## config.mk

```make
export PLATFORM = sky130hd
export DESIGN_NAME = data_memory_arbiter
export DESIGN_NICKNAME = d
export VERILOG_FILES = /design/src/rtl/data_memory_arbiter.sv
export SDC_FILE = /design/constraint.sdc
export NUM_CORES = 1
export LEC_CHECK = 0
export CORE_MARGIN = 4
export CORE_UTILIZATION = 42
export CTS_CLUSTER_SIZE = 16
export DETAILED_ROUTE_END_ITERATION = 10
export DONT_BUFFER_PORTS = 1
export PLACE_DENSITY = 0.56
export SLEW_MARGIN = 20
export SYNTH_ARGS = -nofsm -noshare
export SYNTH_HDL_FRONTEND = slang
export SYNTH_SLANG_ARGS = --single-unit
```

## constraint.sdc

```tcl
create_clock -name clk -period 2.1 [get_ports clk]
set_input_delay 0.21 -clock clk [delete_from_list [all_inputs] [get_ports clk]]
set_output_delay 0.21 -clock clk [all_outputs]
set_load 0.02 [all_outputs]
```

## src/rtl/data_memory_arbiter.sv

```systemverilog
// Round-robin arbiter sharing the single-port data memory between the core
// load/store unit (port c) and the DMA/image engine (port d).
// Ports:
//   clk, rst            clock, synchronous active-high reset
//   c_*                 core request/response port
//   d_*, d_en           DMA request/response port; d_en masks d_req
//   mem_*               memory address/data/strobes, read data in
//   c/d_grant_cnt       saturating per-port grant counters
module data_memory_arbiter #(
    parameter int unsigned DATA_WIDTH    = 32,
    parameter int unsigned ADDRESS_WIDTH = 20,
    parameter int unsigned MEM_SIZE      = 16384,
    parameter int unsigned CNT_WIDTH     = 16
) (
    input  logic                     clk,
    input  logic                     rst,
    // core port
    input  logic                     c_req,
    input  logic [ADDRESS_WIDTH-1:0] c_addr,
    input  logic [DATA_WIDTH-1:0]    c_wdata,
    input  logic                     c_we,
    input  logic                     c_be,
    output logic                     c_gnt,
    output logic                     c_rvalid,
    output logic [DATA_WIDTH-1:0]    c_rdata,
    output logic                     c_err,
    // DMA port
    input  logic                     d_req,
    input  logic [ADDRESS_WIDTH-1:0] d_addr,
    input  logic [DATA_WIDTH-1:0]    d_wdata,
    input  logic                     d_we,
    input  logic                     d_be,
    input  logic                     d_en,
    output logic                     d_gnt,
    output logic                     d_rvalid,
    output logic [DATA_WIDTH-1:0]    d_rdata,
    output logic                     d_err,
    // memory side
    output logic [ADDRESS_WIDTH-1:0] mem_address,
    output logic [DATA_WIDTH-1:0]    mem_write_data,
    output logic                     mem_we,
    output logic                     mem_re,
    output logic                     mem_be,
    input  logic [DATA_WIDTH-1:0]    mem_read_data,
    // statistics
    output logic [CNT_WIDTH-1:0]     c_grant_cnt,
    output logic [CNT_WIDTH-1:0]     d_grant_cnt
);

    localparam logic [ADDRESS_WIDTH-1:0] MEM_LIMIT = ADDRESS_WIDTH'(MEM_SIZE);

    typedef enum logic {
        IDLE,
        ACCESS
    } state_e;

    state_e                   state_q, state_d;
    logic                     last_d_q, last_d_d;   // 1: DMA won the last arbitration
    logic                     sel_d_q, sel_d_d;     // 1: current access belongs to DMA
    logic [ADDRESS_WIDTH-1:0] addr_q, addr_d;
    logic [DATA_WIDTH-1:0]    wdata_q, wdata_d;
    logic                     we_q, we_d;
    logic                     be_q, be_d;
    logic                     err_q, err_d;
    logic                     mem_we_q, mem_we_d;
    logic                     mem_re_q, mem_re_d;
    logic                     c_gnt_q, c_gnt_d;
    logic                     d_gnt_q, d_gnt_d;
    logic                     c_rvalid_q, c_rvalid_d;
    logic                     d_rvalid_q, d_rvalid_d;
    logic [DATA_WIDTH-1:0]    c_rdata_q, c_rdata_d;
    logic [DATA_WIDTH-1:0]    d_rdata_q, d_rdata_d;
    logic                     c_err_q, c_err_d;
    logic                     d_err_q, d_err_d;
    logic [CNT_WIDTH-1:0]     c_cnt_q, c_cnt_d;
    logic [CNT_WIDTH-1:0]     d_cnt_q, d_cnt_d;

    logic                     c_eff, d_eff, pick_d;
    logic [ADDRESS_WIDTH-1:0] win_addr;
    logic [DATA_WIDTH-1:0]    win_wdata;
    logic                     win_we, win_be, win_err;
    logic [DATA_WIDTH-1:0]    resp_data;

    // Winner selection: a lone requester wins, a tie goes to the port that did not win last.
    always_comb begin
        c_eff     = c_req;
        d_eff     = d_req & d_en;
        pick_d    = d_eff & (~c_eff | ~last_d_q);
        win_addr  = pick_d ? d_addr  : c_addr;
        win_wdata = pick_d ? d_wdata : c_wdata;
        win_we    = pick_d ? d_we    : c_we;
        win_be    = pick_d ? d_be    : c_be;
        win_err   = (win_addr >= MEM_LIMIT) | (~win_be & (win_addr[1:0] != 2'b00));
        resp_data = (~we_q & ~err_q) ? mem_read_data : '0;
    end

    // Next-state and registered-output logic.
    always_comb begin
        state_d    = state_q;
        last_d_d   = last_d_q;
        sel_d_d    = sel_d_q;
        addr_d     = addr_q;
        wdata_d    = wdata_q;
        we_d       = we_q;
        be_d       = be_q;
        err_d      = err_q;
        mem_we_d   = 1'b0;
        mem_re_d   = 1'b0;
        c_gnt_d    = 1'b0;
        d_gnt_d    = 1'b0;
        c_rvalid_d = 1'b0;
        d_rvalid_d = 1'b0;
        c_rdata_d  = c_rdata_q;
        d_rdata_d  = d_rdata_q;
        c_err_d    = c_err_q;
        d_err_d    = d_err_q;
        c_cnt_d    = c_cnt_q;
        d_cnt_d    = d_cnt_q;

        unique case (state_q)
            IDLE: begin
                if (c_eff | d_eff) begin
                    state_d  = ACCESS;
                    sel_d_d  = pick_d;
                    last_d_d = pick_d;
                    addr_d   = win_addr;
                    wdata_d  = win_wdata;
                    we_d     = win_we;
                    be_d     = win_be;
                    err_d    = win_err;
                    // Erroneous accesses never reach the memory strobes.
                    mem_we_d = win_we & ~win_err;
                    mem_re_d = ~win_we & ~win_err;
                    c_gnt_d  = ~pick_d;
                    d_gnt_d  = pick_d;
                    if (pick_d) begin
                        if (d_cnt_q != '1) d_cnt_d = d_cnt_q + CNT_WIDTH'(1);
                    end else begin
                        if (c_cnt_q != '1) c_cnt_d = c_cnt_q + CNT_WIDTH'(1);
                    end
                end
            end
            ACCESS: begin
                state_d = IDLE;
                if (sel_d_q) begin
                    d_rvalid_d = 1'b1;
                    d_rdata_d  = resp_data;
                    d_err_d    = err_q;
                end else begin
                    c_rvalid_d = 1'b1;
                    c_rdata_d  = resp_data;
                    c_err_d    = err_q;
                end
            end
            default: state_d = IDLE;
        endcase
    end

    // State registers; reset aborts any access in flight.
    always_ff @(posedge clk) begin
        if (rst) begin
            state_q    <= IDLE;
            last_d_q   <= 1'b1;
            sel_d_q    <= 1'b0;
            addr_q     <= '0;
            wdata_q    <= '0;
            we_q       <= 1'b0;
            be_q       <= 1'b0;
            err_q      <= 1'b0;
            mem_we_q   <= 1'b0;
            mem_re_q   <= 1'b0;
            c_gnt_q    <= 1'b0;
            d_gnt_q    <= 1'b0;
            c_rvalid_q <= 1'b0;
            d_rvalid_q <= 1'b0;
            c_rdata_q  <= '0;
            d_rdata_q  <= '0;
            c_err_q    <= 1'b0;
            d_err_q    <= 1'b0;
            c_cnt_q    <= '0;
            d_cnt_q    <= '0;
        end else begin
            state_q    <= state_d;
            last_d_q   <= last_d_d;
            sel_d_q    <= sel_d_d;
            addr_q     <= addr_d;
            wdata_q    <= wdata_d;
            we_q       <= we_d;
            be_q       <= be_d;
            err_q      <= err_d;
            mem_we_q   <= mem_we_d;
            mem_re_q   <= mem_re_d;
            c_gnt_q    <= c_gnt_d;
            d_gnt_q    <= d_gnt_d;
            c_rvalid_q <= c_rvalid_d;
            d_rvalid_q <= d_rvalid_d;
            c_rdata_q  <= c_rdata_d;
            d_rdata_q  <= d_rdata_d;
            c_err_q    <= c_err_d;
            d_err_q    <= d_err_d;
            c_cnt_q    <= c_cnt_d;
            d_cnt_q    <= d_cnt_d;
        end
    end

    assign c_gnt          = c_gnt_q;
    assign d_gnt          = d_gnt_q;
    assign c_rvalid       = c_rvalid_q;
    assign d_rvalid       = d_rvalid_q;
    assign c_rdata        = c_rdata_q;
    assign d_rdata        = d_rdata_q;
    assign c_err          = c_err_q;
    assign d_err          = d_err_q;
    assign mem_address    = addr_q;
    assign mem_write_data = wdata_q;
    assign mem_be         = be_q;
    assign mem_we         = mem_we_q;
    assign mem_re         = mem_re_q;
    assign c_grant_cnt    = c_cnt_q;
    assign d_grant_cnt    = d_cnt_q;

endmodule

```

==> run_results.csv <==
group,metric,value,unit
route,vias,6973,
setup_path,crit_required,2.46,ns
synth,synth_seq_cells,162,
synth,netlist_area,6780,sq um
setup_path,start_kind,"flip-flop",
power,pwr-share-comb,0.112,
job,drv_cap,0,
die,ios,302,
die,fp-row-count,46,
sta,finalHoldViolCount,0,
sta,worst_pin_slew,0.463,ns
setup_path,cpPeakStageDelay,0.62,ns
finish,n_antenna_cell,0,
setup_path,path_class,"flip-flop to flip-flop",
finish,final_common_cell,"nand2_1",
outcome,status,"complete, no violations",
clock_network,clockBufferDepth,2,
grt,grt_pass1_vias,6924,
synth,syn_inst,841,
grt,grt_max_degree,102,
route,avgViaCountPerCell,5.72,
route,first_pass_iters,7,
power,pwr-share-seq,0.463,
die,die_w,135,microns
finish,nets,1136,
sta,fmax,503,MHz
sta,timing.final.crit_share,0.946,
grt,grt_overflow,0,
placement,dp_hpwl,14400,microns
grt,antenna_found_initial,0,
clock_network,cts-root-buf,"clkbuf_16",
synth,ys_seq_area_frac,0.478,
route,routed_wl,23400,microns
sta,fin_ws,0.114,ns
synth,synth.avg_cell_area,8.06,sq um
power,p_per_area,810,nW/um^2
synth,synth_fp_nets,988,
synth,synth_warnings,0,
synth,synth_edf_count,0,
placement,numPortBuffers,0,
setup_path,critical_path.cell_chain,"nand2_1 -> nand2_4 -> buf_12 -> nand2_1 -> a311oi_1 -> dlygate4sd3_1",
power,swShare,0.269,
sta,fin_skew,0.0103,ns
power,p_int,5560,uW
clock_network,numCtsBuffers,17,
die,core_area,15800,sq um
clock_network,clock_latency,0.42,ns
synth,synthAdderAreaFrac,0.00369,
hold_path,hold_class,"primary input to flip-flop",
setup_path,critPathMaxFanout,39,
synth,synth_cell_types,48,
grt,grt_first_pass_wirelength,35900,microns
die,initial_utilization,0.428,
sta,min_period,1.99,ns
die,die_h,135,microns
setup_path,cp-end-kind,"flip-flop",
synth,synth-compound-area-share,0.181,
sta,holdWs,0.0357,ns
placement,gp_congestion,0.850,
synth,muxShareOfSynthArea,0.00960,
sta,finalMaxSlewViolations,0,
setup_path,slowest_stage,"dlygate4sd3_1",
power,switching_power,2040,uW
synth,synth-simple-area-share,0.282,
grt,track_usage,0.245,
finish,final_cell_mix,"nand2_1 (192), dfxtp_1 (162), dlygate4sd3_1 (153)",
setup_path,worst_path_most_repeated_cell,"nand2_1",
sta,setup_viol,0,
power,leakage,0.00352,uW
setup_path,arrival,2.34,ns
die,die-area,18200,sq um
route,wl_per_cell,19.2,microns
finish,area_delta_synth_final,38.5,%
power,max-vdd-ir-drop,540,uV
synth,synth_top_family_by_area,"simple AND/OR/NAND/NOR gates",
power,p_clk_frac,0.424,
route,ant_nets,0,
sta,maxSlewHeadroom,0.690,
synth,yosys.area_share.xor_xnor,0,
clock_network,htree_levels,4,
finish,drive_gt1_frac,0.0958,
clock_network,cts.sinks,162,
route,drcViolationCount,0,
route,drt_iter0_markers,453,
synth,synth_ff_type,"dfxtp_1",
clock_network,clk_pin_slew,0.06,ns
synth,async_reset_ff_frac,0,
clock_network,cts_tree,"built",
placement,preCtsSetupSlack,0.194,ns
==> cell families after synthesis <==
family,Yosys count
simple gates,413
flops,162
compound gates,185
fa+ha+maj,2
mux,6
buf+inv,73
==> layout make-up <==
class                   count  area (sq um)
fillers                  1346          6440
multi-input cells         606          3270
flip-flops and latches    162          3240
repair buffers            197          1980
clock buffers              18           439
well taps                 216           270
clock inverters            14           178
inverters                   5          18.8
==> stage by stage <==
stage	power [uW]	cells	TNS, ns	util	instance area [sq um]
final	7600	1218	0	0.593	9390
after global routing	7890	1218	-0.0153	0.593	9390
after CTS	7630	1215	0	0.591	9360
after detailed placement	4140	1029	0	0.454	7180
after global placement	4120	1029	0	0.454	7180
after floorplan	3980	841	0	-	6780
==> registers in the layout, indices dropped and copies added (netlist names), 16 cells and up <==
signal and count:
c_grant_cnt 16, c_rdata 32, d_grant_cnt 16, d_rdata 32, mem_address 20, mem_write_data 32
==> synth_stat cells, types with 2 or more instances <==
cell      number  share of area
a21oi_1       93          0.069
nand2_1      193           0.11
nor4_1         8         0.0074
o21ai_0        4         0.0030
mux2i_1        2         0.0030
nor2_1        68          0.038
o31a_1         2         0.0026
nand2b_1       5         0.0046
and4_1         3         0.0039
or3_1          4         0.0037
buf_1          9         0.0050
buf_2          5         0.0037
nor2b_1        6         0.0055
ha_1           2         0.0037
inv_1          5         0.0028
mux2_2         4         0.0066
nor4_2         2         0.0037
or4_1         18          0.020
nor3_1         6         0.0044
nand3b_1       3         0.0033
clkbuf_1      51          0.028
o21ba_2        2         0.0030
clkbuf_8       3         0.0061
nand4_1        9         0.0083
o211ai_1       2         0.0022
nand3_1       75          0.055
a311oi_1      54          0.070
dfxtp_1      162           0.48
and2_1         3         0.0028
o31ai_1       20          0.022
==> power groups by stage <==
stage | clock network (uW) | registers [uW] | logic (uW)
global placement | 0 | 3590 | 533
CTS | 3290 | 3520 | 818
finish | 3230 | 3520 | 855
global route | 3430 | 3530 | 934
detailed placement | 0 | 3590 | 552
floorplan | 0 | 3540 | 442
==> metal layers <==
| layer | global-route usage | wire (microns) |
|---|---|---|
| met1 | 0.269 | 8470 |
| met2 | 0.430 | 11900 |
| met3 | 0.0823 | 2280 |
| met4 | 0.106 | 778 |
| met5 | 0 | 0 |
==> critical path: cells and delay by family, from the launching register on <==
family                 cells  cell delay, ns
AO/OA/AOI/OAI              1            0.30
buffers and inverters      2            0.82
AND/OR/NAND/NOR            3            0.37
flip-flops                 1            0.41
==> repair_timing <==
| action | 4_1_cts | 5_1_grt |
|---|---|---|
| hold buffers | 154 | 0 |
| endpoints found under the hold margin | 157 | 0 |
| endpoints found under the setup margin | 0 | 31 |
| resized for setup | 0 | 3 |
| setup buffers | 0 | 3 |
==> final timing paths <==
check	from	end	slack, ns	cells after the start
setup / recovery	last_d_q$_SDFFE_PP1P_	mem_address[13]$_SDFFE_PP0P_	0.11	6
hold / removal	rst	d_grant_cnt[13]$_SDFFE_PP0P_	0.04	2
setup reg to reg	last_d_q$_SDFFE_PP1P_	mem_address[13]$_SDFFE_PP0P_	0.11	6
hold reg to reg	sel_d_q$_SDFFE_PP0P_	sel_d_q$_SDFFE_PP0P_	0.51	2
No activity file was read; power rests on OpenSTA's default activity.
